### config.mk
export PLATFORM = sky130hd
export DESIGN_NAME = program_loader_flat
export DESIGN_NICKNAME = d
export VERILOG_FILES = /design/src/rtl/gpu_isa_pkg.sv /design/src/rtl/program_loader_if.sv /design/src/rtl/program_loader_word_assembler.sv /design/src/rtl/program_loader.sv /design/src/flat_wrapper.sv
export SDC_FILE = /design/constraint.sdc
export NUM_CORES = 1
export LEC_CHECK = 0
export ABC_AREA = 1
export CAP_MARGIN = 20
export CORE_AREA = 2 2 80 82
export CTS_CLUSTER_DIAMETER = 50
export DETAILED_ROUTE_END_ITERATION = 8
export DIE_AREA = 0 0 82 84
export DONT_BUFFER_PORTS = 1
export PLACE_DENSITY = 0.69
export REMOVE_ABC_BUFFERS = 1
export SLEW_MARGIN = 5
export SYNTH_ARGS = -nofsm -noshare
export SYNTH_HDL_FRONTEND = slang
export SYNTH_SLANG_ARGS = --single-unit
### constraint.sdc
create_clock -name clk_in -period 2.35 [get_ports clk_in]
set_clock_uncertainty 0.15 [all_clocks]
set_input_delay 0.3525 -clock clk_in [delete_from_list [all_inputs] [get_ports clk_in]]
set_output_delay 0.3525 -clock clk_in [all_outputs]
set_load 0.01 [all_outputs]
### src/rtl/gpu_isa_pkg.sv
// Shared ISA definitions for the controller and the program loader.
// Holds the instruction geometry, the 4-bit opcode encoding and a helper that
// extracts the opcode field from the most significant nibble of an instruction.
package gpu_isa_pkg;

  localparam int unsigned INSTRUCTION_WIDTH = 32;
  localparam int unsigned OPCODE_WIDTH      = 4;

  typedef enum logic [OPCODE_WIDTH-1:0] {
    OP_NOP  = 4'h0,
    OP_END  = 4'h1,
    OP_XOR  = 4'h2,
    OP_ADDI = 4'h3,
    OP_BGE  = 4'h4,
    OP_JUMP = 4'h5
  } opcode_e;

  function automatic logic [OPCODE_WIDTH-1:0] opcode_of(
    input logic [INSTRUCTION_WIDTH-1:0] instr
  );
    return instr[INSTRUCTION_WIDTH-1 -: OPCODE_WIDTH];
  endfunction

endpackage

### src/rtl/program_loader_if.sv
// Byte stream + instruction-buffer write port of the program loader.
//   byte_in / byte_valid_in / byte_ready_out : valid/ready byte stream from the host link
//   wr_addr_out / wr_data_out / wr_en_out    : BRAM write port
// Modport slave is the loader side; modport master is the host/BRAM side.
interface program_loader_if #(
  parameter int unsigned ADDR_WIDTH = 5,
  parameter int unsigned DATA_WIDTH = 32
);

  logic [7:0]            byte_in;
  logic                  byte_valid_in;
  logic                  byte_ready_out;
  logic [ADDR_WIDTH-1:0] wr_addr_out;
  logic [DATA_WIDTH-1:0] wr_data_out;
  logic                  wr_en_out;

  modport slave (
    input  byte_in, byte_valid_in,
    output byte_ready_out, wr_addr_out, wr_data_out, wr_en_out
  );

  modport master (
    output byte_in, byte_valid_in,
    input  byte_ready_out, wr_addr_out, wr_data_out, wr_en_out
  );

endinterface

### src/rtl/program_loader_word_assembler.sv
// Packs accepted bytes MSB-first into 32-bit instructions.
//   clk_in, rst_in  : clock, asynchronous active-high reset
//   clear_i         : restart packing at byte 0
//   byte_i          : stream byte
//   byte_accept_i   : byte_i is consumed this cycle
//   word_o          : word as it stands once the current byte is shifted in
//   word_valid_o    : this cycle's accepted byte completes a word
module program_loader_word_assembler (
  input  logic        clk_in,
  input  logic        rst_in,
  input  logic        clear_i,
  input  logic [7:0]  byte_i,
  input  logic        byte_accept_i,
  output logic [31:0] word_o,
  output logic        word_valid_o
);

  logic [31:0] word_q, word_d;
  logic [1:0]  cnt_q, cnt_d;

  always_comb begin
    word_o       = {word_q[23:0], byte_i};
    word_valid_o = byte_accept_i && (cnt_q == 2'd3);
    word_d       = word_q;
    cnt_d        = cnt_q;
    if (clear_i) begin
      cnt_d = 2'd0;
    end else if (byte_accept_i) begin
      word_d = word_o;
      // Wraps back to 0 on the 4th byte.
      cnt_d  = cnt_q + 2'd1;
    end
  end

  always_ff @(posedge clk_in or posedge rst_in) begin
    if (rst_in) begin
      word_q <= '0;
      cnt_q  <= '0;
    end else begin
      word_q <= word_d;
      cnt_q  <= cnt_d;
    end
  end

endmodule

### src/rtl/program_loader.sv
// Loads a program from a byte stream into the controller's instruction BRAM.
//   clk_in, rst_in      : clock, asynchronous active-high reset
//   load_start_in       : pulse that starts a load (only honoured when idle)
//   bus                 : byte stream in, BRAM write port out
//   controller_rst_out  : holds the controller in reset while loading
//   loading_out         : load in progress
//   done_out            : one-cycle pulse at the end of a load
//   error_out           : sticky, buffer filled without an END instruction
//   words_loaded_out    : instructions written by the last/current load
// Every output is a flop; the next values are decoded from the next state.
module program_loader #(
  parameter int unsigned INSTRUCTION_WIDTH = gpu_isa_pkg::INSTRUCTION_WIDTH,
  parameter int unsigned INSTRUCTION_COUNT = 20,
  parameter int unsigned ADDR_WIDTH        = $clog2(INSTRUCTION_COUNT)
) (
  input  logic                  clk_in,
  input  logic                  rst_in,
  input  logic                  load_start_in,
  program_loader_if.slave       bus,
  output logic                  controller_rst_out,
  output logic                  loading_out,
  output logic                  done_out,
  output logic                  error_out,
  output logic [ADDR_WIDTH:0]   words_loaded_out
);

  import gpu_isa_pkg::OP_END;
  import gpu_isa_pkg::opcode_of;

  typedef enum logic [1:0] {StIdle, StRecv, StWrite, StDone} state_e;

  localparam logic [ADDR_WIDTH:0] LastIdx = (ADDR_WIDTH + 1)'(INSTRUCTION_COUNT - 1);

  state_e                       state_q, state_d;
  logic [ADDR_WIDTH:0]          word_count_q, word_count_d;
  logic                         error_q, error_d;
  logic [ADDR_WIDTH-1:0]        wr_addr_q, wr_addr_d;
  logic [INSTRUCTION_WIDTH-1:0] wr_data_q, wr_data_d;
  logic                         byte_ready_q, wr_en_q, done_q, loading_q;

  logic        start;
  logic        accept;
  logic [31:0] word;
  logic        word_valid;

  assign start  = load_start_in && (state_q == StIdle);
  // byte_ready_q is high exactly in StRecv, so this is the only place bytes are taken.
  assign accept = bus.byte_valid_in && byte_ready_q;

  program_loader_word_assembler u_word_assembler (
    .clk_in        (clk_in),
    .rst_in        (rst_in),
    .clear_i       (start),
    .byte_i        (bus.byte_in),
    .byte_accept_i (accept),
    .word_o        (word),
    .word_valid_o  (word_valid)
  );

  always_comb begin
    state_d      = state_q;
    word_count_d = word_count_q;
    error_d      = error_q;
    wr_addr_d    = wr_addr_q;
    wr_data_d    = wr_data_q;
    unique case (state_q)
      StIdle: begin
        if (load_start_in) begin
          word_count_d = '0;
          error_d      = 1'b0;
          state_d      = StRecv;
        end
      end
      StRecv: begin
        if (word_valid) begin
          wr_addr_d = word_count_q[ADDR_WIDTH-1:0];
          wr_data_d = word;
          state_d   = StWrite;
        end
      end
      StWrite: begin
        word_count_d = word_count_q + 1'b1;
        if (opcode_of(wr_data_q) == OP_END) begin
          state_d = StDone;
        end else if (word_count_q == LastIdx) begin
          error_d = 1'b1;
          state_d = StDone;
        end else begin
          state_d = StRecv;
        end
      end
      StDone:  state_d = StIdle;
      default: state_d = StIdle;
    endcase
  end

  always_ff @(posedge clk_in or posedge rst_in) begin
    if (rst_in) begin
      state_q      <= StIdle;
      word_count_q <= '0;
      error_q      <= 1'b0;
      wr_addr_q    <= '0;
      wr_data_q    <= '0;
      byte_ready_q <= 1'b0;
      wr_en_q      <= 1'b0;
      done_q       <= 1'b0;
      loading_q    <= 1'b0;
    end else begin
      state_q      <= state_d;
      word_count_q <= word_count_d;
      error_q      <= error_d;
      wr_addr_q    <= wr_addr_d;
      wr_data_q    <= wr_data_d;
      byte_ready_q <= (state_d == StRecv);
      wr_en_q      <= (state_d == StWrite);
      done_q       <= (state_d == StDone);
      loading_q    <= (state_d == StRecv) || (state_d == StWrite);
    end
  end

  assign bus.byte_ready_out = byte_ready_q;
  assign bus.wr_en_out      = wr_en_q;
  assign bus.wr_addr_out    = wr_addr_q;
  assign bus.wr_data_out    = wr_data_q;
  assign controller_rst_out = loading_q;
  assign loading_out        = loading_q;
  assign done_out           = done_q;
  assign error_out          = error_q;
  assign words_loaded_out   = word_count_q;

endmodule

### src/flat_wrapper.sv
// flat-port wrapper written by rule: the top's interface ports become plain ports
module program_loader_flat import gpu_isa_pkg::OP_END; import gpu_isa_pkg::opcode_of;
#(
  parameter int unsigned INSTRUCTION_WIDTH = gpu_isa_pkg::INSTRUCTION_WIDTH,
  parameter int unsigned INSTRUCTION_COUNT = 20,
  parameter int unsigned ADDR_WIDTH        = $clog2(INSTRUCTION_COUNT)
)
  (clk_in, rst_in, load_start_in, controller_rst_out, loading_out, done_out, error_out, words_loaded_out, bus_byte_in, bus_byte_valid_in, bus_byte_ready_out, bus_wr_addr_out, bus_wr_data_out, bus_wr_en_out);
  program_loader_if #(.ADDR_WIDTH(ADDR_WIDTH), .DATA_WIDTH(32)) bus_i ();
  input  logic clk_in;
  input  logic rst_in;
  input  logic load_start_in;
  output logic controller_rst_out;
  output logic loading_out;
  output logic done_out;
  output logic error_out;
  output logic [ADDR_WIDTH:0] words_loaded_out;
  input wire logic [$bits(bus_i.byte_in)-1:0] bus_byte_in;
  input wire logic [$bits(bus_i.byte_valid_in)-1:0] bus_byte_valid_in;
  output wire logic [$bits(bus_i.byte_ready_out)-1:0] bus_byte_ready_out;
  output wire logic [$bits(bus_i.wr_addr_out)-1:0] bus_wr_addr_out;
  output wire logic [$bits(bus_i.wr_data_out)-1:0] bus_wr_data_out;
  output wire logic [$bits(bus_i.wr_en_out)-1:0] bus_wr_en_out;
  assign bus_i.byte_in = bus_byte_in;
  assign bus_i.byte_valid_in = bus_byte_valid_in;
  assign bus_byte_ready_out = bus_i.byte_ready_out;
  assign bus_wr_addr_out = bus_i.wr_addr_out;
  assign bus_wr_data_out = bus_i.wr_data_out;
  assign bus_wr_en_out = bus_i.wr_en_out;
  program_loader #(.INSTRUCTION_WIDTH(INSTRUCTION_WIDTH), .INSTRUCTION_COUNT(INSTRUCTION_COUNT), .ADDR_WIDTH(ADDR_WIDTH)) u_core (.clk_in(clk_in), .rst_in(rst_in), .load_start_in(load_start_in), .bus(bus_i), .controller_rst_out(controller_rst_out), .loading_out(loading_out), .done_out(done_out), .error_out(error_out), .words_loaded_out(words_loaded_out));
endmodule
; Yosys cells after proc, flatten, opt, wreduce, memory -nomap -nowiden
; Cells that the tools add are included.
[classes]
muxes = 13
addsub = 2
eq_ne = 12
bitwise = 1
reduce_logical = 11
[op_table]
columns = op, count
row1 = 2-to-1 mux 2 bit, 6
row2 = one-hot mux 6 bit (2 select lines), 1
row3 = equality test 2 bit (second input constant), 5
row4 = one-hot mux 2 bit (4 select lines), 1
row5 = adder 6 x 1 -> 6 bit (second input constant), 1
row6 = equality test 6 x 5 -> 1 bit (second input constant), 1
row7 = 2-to-1 mux 6 bit, 1
row8 = AND reduction 2 bit, 3
row9 = equality test 2 x 1 -> 1 bit (second input constant), 2
row10 = equality test 4 x 1 -> 1 bit (second input constant), 1
row11 = != test 2 bit (second input constant), 2
row12 = AND reduction 4 bit, 1
row13 = nonzero test 2 bit, 2
row14 = logical AND 1 bit, 3
row15 = 2-to-1 mux 1 bit, 3
row16 = adder 2 x 1 -> 2 bit (second input constant), 1
row17 = logical NOT 2 bit, 1
row18 = != test 2 x 1 -> 1 bit (second input constant), 1
row19 = one-hot mux 1 bit (2 select lines), 1
row20 = logical OR 1 bit, 1
row21 = inverter 1 bit, 1
[totals]
regBits = 76
out_inout_bits = 49
elab_cells = 50

; Depth between registers and ports, before layout
[depth]
ltp_word = 6
ltp_mapped = 8
mapped_depth_nobuf = 8

; By module
; Synthesis repeated with hierarchy kept, for this count alone.
[hier_totals]
cells_unflattened = 366
hier_area_um2 = 3238.1
[by_module_without_submodules]
columns = mod, n_inst, cells_per_inst, area_per_inst_um2
row1 = program_loader, 1, 239, 2105.8
row2 = program_loader_word_assembler, 1, 127, 1132.3

; Worst setup path before layout
; No wires, ideal clock.
[synth_timing]
kind = reg-to-reg
start = register u_core.byte_ready_q (netlist: u_core.bus.byte_ready_out)
end = register u_core.loading_q (netlist: u_core.controller_rst_out)
stages_incl_launch_ff = 8
slack_ps = 818
arrival_ps = 1270
n_path_buf = 0
synth_period_minus_slack_ps = 1532
required_time_ps = 2087
cell_sequence = dfrtp_1 -> nand2_1 -> inv_2 -> nand3_1 -> nor2_2 -> a21oi_1 -> ha_1 -> inv_1
[synth_via]
elab_chain_cells = 6
elab_cells_between_ends = 7
classes_between = 2 x eq/ne / 2 x mux / 3 x reduce/logical
[synth_rtl]
columns = item, line_no
row1 = "start, declared", program_loader.sv:39  ; logic byte_ready_q, wr_en_q, done_q, loading_q;
row2 = "start signal, assigned", program_loader.sv:114  ; byte_ready_q <= (state_d == StRecv);
row3 = logical AND 1 bit (*), program_loader.sv:48  ; assign accept = bus.byte_valid_in && byte_ready_q;
row4 = logical AND 1 bit (*), program_loader_word_assembler.sv:23  ; word_valid_o = byte_accept_i && (cnt_q == 2'd3);
row5 = 2-to-1 mux 2 bit (*), program_loader.sv:75  ; if (word_valid) begin
row6 = one-hot mux 2 bit (4 select lines) (*), program_loader.sv:66  ; unique case (state_q)
row7 = equality test 2 x 1 -> 1 bit / equality test 2 bit (equally long branches), program_loader.sv:117  ; loading_q <= (state_d == StRecv) || (state_d == StWrite);
row8 = logical OR 1 bit (*), program_loader.sv:117
row9 = "end signal, assigned", program_loader.sv:117
row10 = "end, declared", program_loader.sv:39
; Every way passes the cells marked *; elsewhere a longest branch is shown, timed or not.
; A chain may end at the register's enable or synchronous reset.

; Worst setup path after layout
; Same ends and word-level chain as after synthesis.

==> key figures <==
Routing
  – Post-detailed-routing wire length: 5.25 mm
  – Vias after detailed routing: 1998
  – # DRC: 0
  – 1st-iter DRT viols: 90
  – Number of search-and-repair iterations in the first detailed-routing pass: 4
  – Via density per instance: 5.01
  – Antenna-violating nets left: 0
  – WL per Instance: 13.1 um

Clock network
  – Resized Gates After CTS: 0
  – Clock Tree Buf Depth: 2
  – Number of levels in the clock H-tree: 3
  – Clock input transition at the sequential cells of the worst setup and hold paths: 70 ps
  – Num CTS Buffers: 9
  – Clock tree from TritonCTS: built
  – Clock Tree Root: clkbuf_8
  – Sink Count: 76
  – Skew-Pair Late Insertion Delay: 330 ps

Floorplanning
  – Site row count: 29
  – Total core area: 0.00610 mm2
  – Top-level I/O count: 61
  – Height of the chip: 84 um
  – Die X: 82 um
  – Effective utilization at floorplan: 50.4%
  – Die outline area: 0.00689 mm2

Global route
  – Vias in the first global route: 1985
  – Wire length of the first global-routing pass: 9.15 mm
  – Pin count of the biggest net entering global routing: 50
  – All-layer global routing usage: 17.3%
  – Total congestion overflow: 0
  – Antenna violations before repair: 0

Finish
  – Share of final-layout standard cells stronger than drive strength 1: 9.01%
  – Most common cell after layout, fill and taps aside: nand2_1
  – Most frequent cells in the layout: nand2_1 (98), dfrtp_1 (76), o21ai_0 (41)
  – Fin nets: 337
  – Area growth from synthesis to layout: 6.11%
  – Number of antenna diodes: 0
  – Number of standard cells in the final layout excluding fillers: 399

Worst setup path
  – Data arrival time of the worst path: 1820 ps
  – Worst-case register-to-register setup slack: 600 ps
  – Critical path capture point type: flip-flop
  – Start of the worst register-to-register path: u_core.bus.byte_ready_out
  – Worst r2r dst: u_core.controller_rst_out
  – Highest net fanout along the worst path: 9
  – Endpoint required time on the critical path: 2420 ps
  – Cells on worst reg2reg path: 7
  – Startpoint-to-endpoint class of the critical path: flip-flop to flip-flop
  – Element type at the critical path start: flip-flop

STA
  – Headroom to the max-slew limit: 65.6%
  – Period utilisation layout: 74.3%
  – Final number of max-transition violations: 0
  – Post-route worst hold slack: 22.8 ps
  – Measured slew at the worst slew-check pin: 516 ps
  – Number of failing setup endpoints in the final timing report: 0
  – Highest clock rate: 0.573 GHz
  – RSZ-0062 raised after global routing: false
  – Hold Violations, Final: 0
  – Crit path time final: 1750 ps

Synth
  – Part of the Yosys area used for sequential elements: 61.9%
  – Prevailing post-synth register cell: dfrtp_1
  – Number of enable-type register cells in the synthesized netlist: 0
  – Async set-reset flop share out of synthesis: 100%
  – Library cells used by synthesis: 23
  – Warning count from the yosys run: 0
  – Post-synthesis instance area: 0.00307 mm2
  – Mean instance size in the synthesized netlist: 9.63 um2
  – Synth Instances: 319
  – Count of state elements after synthesis: 76

Power and ir drop
  – Proportion of total power due to net switching: 35.8%
  – Peak supply drop: 0.682 mV
  – Power density of the placed cells: 1170 mW/mm2
  – Total power: 3820 uW
  – Internal power: 2450 uW
  – Part of the power in the clock network: 20.1%
  – Switching Power: 1370 uW
  – Sequential Power Share: 58.7%
  – Power share of the combinational group: 21.1%
  – LEAKAGE: 0.00163 uW

Status
  – Outcome: finished clean

Placement
  – Routability cong.: 0.767
  – Number of I/O port buffers: 0
  – Post-detailed-placement half-perimeter wirelength: 3.53 mm
  – Placed cell count: 385

Worst hold path
  – Endpoint, Worst Hold: u_core.u_word_assembler.word_q[4]
  – Startpoint of the tightest hold check path: bus_byte_in[4]
  – Worst Hold Depth: 2
  – HP Class: input pin to flip-flop

Run
  – Max Cap Viol: 0
synth_stat cells, types with 2 or more instances:
cell / n / share of area, %
o21ai_1: 11 / 1.8
nor2_1: 7 / 0.86
nand3_1: 10 / 1.6
nand2_2: 2 / 0.41
dfrtp_1: 76 / 62
buf_4: 2 / 0.49
inv_2: 2 / 0.24
a21oi_1: 2 / 0.33
o21ai_0: 41 / 6.7
nor2_2: 3 / 0.61
inv_1: 37 / 4.5
nand2_1: 98 / 12
o21ai_2: 7 / 2.0
ha_1: 5 / 2.0
buf_2: 3 / 0.49
buf_6: 4 / 1.5
clkbuf_1: 2 / 0.24
nand2_4: 2 / 0.73
layer usage:
metal / track usage, % / up-vias / part of all wire (%)
li1: - / 995 / -
met1: 23.5 / 946 / 45
met2: 25.4 / 48 / 46
met3: 5.52 / 9 / 7.0
met4: 7.73 / 0 / 2.0
met5: 0 / - / 0
state kept, by name (all words and copies together) (netlist names):
name and flops:
u_core.state_q 2, u_core.error_out 1, u_core.bus.wr_addr_out 5, u_core.bus.byte_ready_out 1
u_core.words_loaded_out 6, u_core.u_word_assembler.cnt_q 2, u_core.u_word_assembler.word_q 24, u_core.bus.wr_data_out 32
u_core.bus.wr_en_out 1, u_core.controller_rst_out 1, u_core.done_out 1
cell type report:
type	instances	area, um2
fill	569	2840
sequential	76	1900
multi-input combinational	191	925
inverter	39	148
clock buffer	13	139
tap	77	96.3
timing repair buffer	3	50.0
repair_timing:
action / in CTS / in global routing
hold endpoints to repair: 27 / 0
hold buffers: 1 / 0
buffers inserted: 0 / 0
logic make-up (layout without fill, tap and decap cells):
| family | after synthesis | after routing | synth area share [%] |
|---|---|---|---|
| compound gates | 61 | 61 | 10.8 |
| fa+ha+maj | 5 | 5 | 2.04 |
| buf+inv | 52 | 55 | 8.27 |
| flops | 76 | 76 | 61.9 |
| simple gates | 125 | 125 | 17.0 |
stage by stage:
stage                     setup WS, ps  util, %  instance area [um2]  setup TNS (ps)
after floorplan                  -90.8        -                 2960           -6900
after global placement             650     51.0                 3110               0
final                              605     53.5                 3260               0
after CTS                          574     53.5                 3260               0
after detailed placement           610     51.0                 3110               0
after global routing               445     53.5                 3260               0
critical path, cell delays in order, from the launching register on:
cell and delay [ps]:
dfrtp_1 390, nand2_1 130, inv_2 140, nand3_1 120, nor2_2 320, a21oi_1 80
ha_1 280, inv_1 30
how the worst max path moves through the flow:
stage	from	to
3_3_place_gp	u_core.bus.byte_ready_out	u_core.controller_rst_out
4_1_cts	u_core.bus.byte_ready_out	u_core.controller_rst_out
6_report	u_core.bus.byte_ready_out	u_core.controller_rst_out
5_1_grt	u_core.bus.byte_ready_out	u_core.controller_rst_out
2_1_floorplan	rst_in	u_core.bus.byte_ready_out
3_5_place_dp	u_core.bus.byte_ready_out	u_core.controller_rst_out
power groups by stage:
stage               logic [uW]  clock network [uW]  registers (uW)
finish                     809                 769            2250
detailed placement         830                   0            2280
global route               973                 853            2320
floorplan                  657                   0            2170
global placement           797                   0            2270
CTS                        832                 804            2260
(Power assumes the default switching activity.)
==> edit: new RTL, same flow settings <==
`INSTRUCTION_COUNT` is set to 20 in 2 places; all go to 30.
--- a/src/rtl/program_loader.sv
+++ b/src/rtl/program_loader.sv
@@ -12,3 +12,3 @@
   parameter int unsigned INSTRUCTION_WIDTH = gpu_isa_pkg::INSTRUCTION_WIDTH,
-  parameter int unsigned INSTRUCTION_COUNT = 20,
+  parameter int unsigned INSTRUCTION_COUNT = 30,
   parameter int unsigned ADDR_WIDTH        = $clog2(INSTRUCTION_COUNT)
--- a/src/flat_wrapper.sv
+++ b/src/flat_wrapper.sv
@@ -4,3 +4,3 @@
   parameter int unsigned INSTRUCTION_WIDTH = gpu_isa_pkg::INSTRUCTION_WIDTH,
-  parameter int unsigned INSTRUCTION_COUNT = 20,
+  parameter int unsigned INSTRUCTION_COUNT = 30,
   parameter int unsigned ADDR_WIDTH        = $clog2(INSTRUCTION_COUNT)
Function: same outputs for any inputs over 10 cycles, from zero or initial values and one cycle with rst_in high; that may be too few to reach the edited logic, so the function may still have changed.
==> edit against the unedited design <==
Non-clock buffer count rose by 5; design area rose by 3.2%; maximum frequency up 6.2%; sequential cell count stayed put; power is 6.8% higher; routed wire length is 2.7% higher; highest routed layer unchanged; setup slack gained 0.10 ns; first-iteration DRC count up 4.4%; cell count up 1.8%; clock power up 30%; synthesized area is 0.49% higher.
==> edit: results (changes against the unedited design) <==
* Status: finished clean (unchanged)
* CP endpoint kind: flop (unchanged)
* H-tree depth at 3 (unchanged)
* First-pass GRT wire length at 9410 um (was 9150 um)
* Layout Cells excl Fill at 406 (was 399)
* Sequential area share after synthesis at 0.616 (was 0.619)
* Dpl cells at 386 (was 385)
* Drt drc at 0 (unchanged)
* Num CTS Buffers at 9 (unchanged)
* Place WS at 0.706 ns (was 0.610 ns)
* Vias/cell at 4.88 (was 5.01)
* Syn Inst Count at 318 (was 319)
* Leakage Power at 0.00169 uW (was 0.00163 uW)
* Slew HR at 0.521 (was 0.656)
* Worst hold path class: input pin to flop (unchanged)
* RD Place Congestion at 0.667 (was 0.767)
* Async SR Flop Fraction at 1.00 (unchanged)
* Max-cap violation count at 0 (unchanged)
* Fraction of layout cells with a size suffix above 1 at 0.119 (was 0.0901)
* CP max FO at 10 (was 9)
* Largest net degree at the start of global routing at 50 (unchanged)
* Synth area leaders: dfrtp_1 (62%), nand2_1 (12%), o21ai_0 (6.0%), inv_1 (4.5%), o21ai_2 (3.7%) (was dfrtp_1 (62%), nand2_1 (12%), o21ai_0 (6.7%), inv_1 (4.5%), ha_1 (2.0%))
* Clk Tree Root Cell: clkbuf_8 (unchanged)
* CTS resizes at 0 (unchanged)
* Drt wl/cell at 13.3 um (was 13.1 um)
* Global-route usage over all layers at 0.179 (was 0.173)
* Number of global-route vias before repair at 2,058 (was 1,985)
* Grt met2 use at 0.280 (was 0.254)
* Arrival time at the worst endpoint at 1.72 ns (was 1.82 ns)
* Max Root-Sink Buffers at 2 (unchanged)
* Clk slew on worst S/H paths at 0.08 ns
* Number of diodes at 0 (unchanged)
* Top cells by count, synth: nand2_1 (101), dfrtp_1 (76), inv_1 (37), o21ai_0 (37), o21ai_2 (13) (was nand2_1 (98), dfrtp_1 (76), o21ai_0 (41), inv_1 (37), o21ai_1 (11))
* First-pass DRT Iterations at 4 (unchanged)
* Initial antenna violation count at 0 (unchanged)
* I/O Buffers at 0 (unchanged)
* Nets at 342 (was 337)
* Yosys cell types at 20 (was 23)
* DRT iter0 DRCs at 94 (was 90)
* Hpwl dp at 3530 um (about the same)
* Warnings, synthesis at 0 (unchanged)
* Clk Latency, worst-skew pair at 0.34 ns
* GR Util met3 at 0.0617 (was 0.0552)
* Max FFs per register at 32 (unchanged)
* Grt met1 use at 0.219 (was 0.235)
* VDD IR-drop max at 0.000641 V (was 0.000682 V)
[edit: changes by cell type after synthesis, sizes merged]
cell,change
buf,+1
o22ai,+1
o21ai,-2
ha,+1
nand2,+1
clkbuf,-1
nand4,+1
nor2,-1
inv,-1
nand3,-1
[edit: through the flow]
stage,util,area (um^2),total power (uW)
3_5_place_dp,0.512,3120,3130
6_report,0.552,3360,4080
2_1_floorplan,-,2980,2860
5_1_grt,0.552,3360,4410
4_1_cts,0.552,3360,4150
3_3_place_gp,0.512,3120,3080
[edit: timing repair]
action / in CTS / in global routing
buffers inserted: 0 / 0
endpoints found under the hold margin: 44 / 0
hold buffers: 4 / 0
[edit: logic make-up after synthesis]
group                      after synthesis  share of synthesized area
and+or+nand+nor                        125                      0.166
AOI/OAI and AO/OA                       60                      0.113
DFF                                     76                      0.616
adders and majority gates                6                     0.0243
buffers and inverters                   51                     0.0803
[edit: path summary, 6_finish.rpt]
| kind | end | depth (start not counted) | startpoint | slack (ns) |
|---|---|---|---|---|
| worst max-delay path | u_core.controller_rst_out | 8 | u_core.bus.byte_ready_out | 0.71 |
| worst min-delay path | u_core.u_word_assembler.word_q[3] | 2 | bus_byte_in[3] | 0.02 |
| worst max register to register | u_core.controller_rst_out | 8 | u_core.bus.byte_ready_out | 0.71 |
| worst min register to register | u_core.bus.wr_data_out[27] | 2 | u_core.u_word_assembler.word_q[19] | 0.33 |
| max in group asynchronous | u_core.words_loaded_out[2] | 3 | rst_in | 1.02 |
| min in group asynchronous | u_core.bus.wr_data_out[16] | 2 | rst_in | 0.41 |
[edit: layer usage]
| metal | vias to the layer above | part of all wire | wire length (um) |
|---|---|---|---|
| li1 | 1005 | - | - |
| met1 | 900 | 0.44 | 2390 |
| met2 | 67 | 0.45 | 2430 |
| met3 | 11 | 0.089 | 479 |
| met4 | 0 | 0.017 | 89 |
| met5 | - | 0 | 0 |
[edit: report_power, final]
| group | total (uW) | switching, uW | internal (uW) | leakage [uW] |
|---|---|---|---|---|
| clock | 1000 | 457 | 546 | 0.000102 |
| combinational | 841 | 528 | 313 | 0.000615 |
| sequential | 2240 | 459 | 1780 | 0.000977 |
| total | 4080 | 1450 | 2640 | 0.00169 |
[edit: final cells by class]
type                            instances  area [um^2]
Tap cell                               77         96.3
Clock inverter                          4         47.5
Multi-Input combinational cell        191          937
Timing Repair Buffer                    8         82.6
Inverter                               38          144
Fill cell                             556         2730
Sequential cell                        76         1900
Clock buffer                           12          155
[edit: worst max-delay path, stage by stage, from the launching register on]
cell	delay [ns]
dfrtp_1	0.41
nand2_1	0.12
inv_2	0.11
nand3_1	0.10
nor2_2	0.09
buf_4	0.17
a21oi_1	0.06
ha_1	0.28
inv_1	0.03
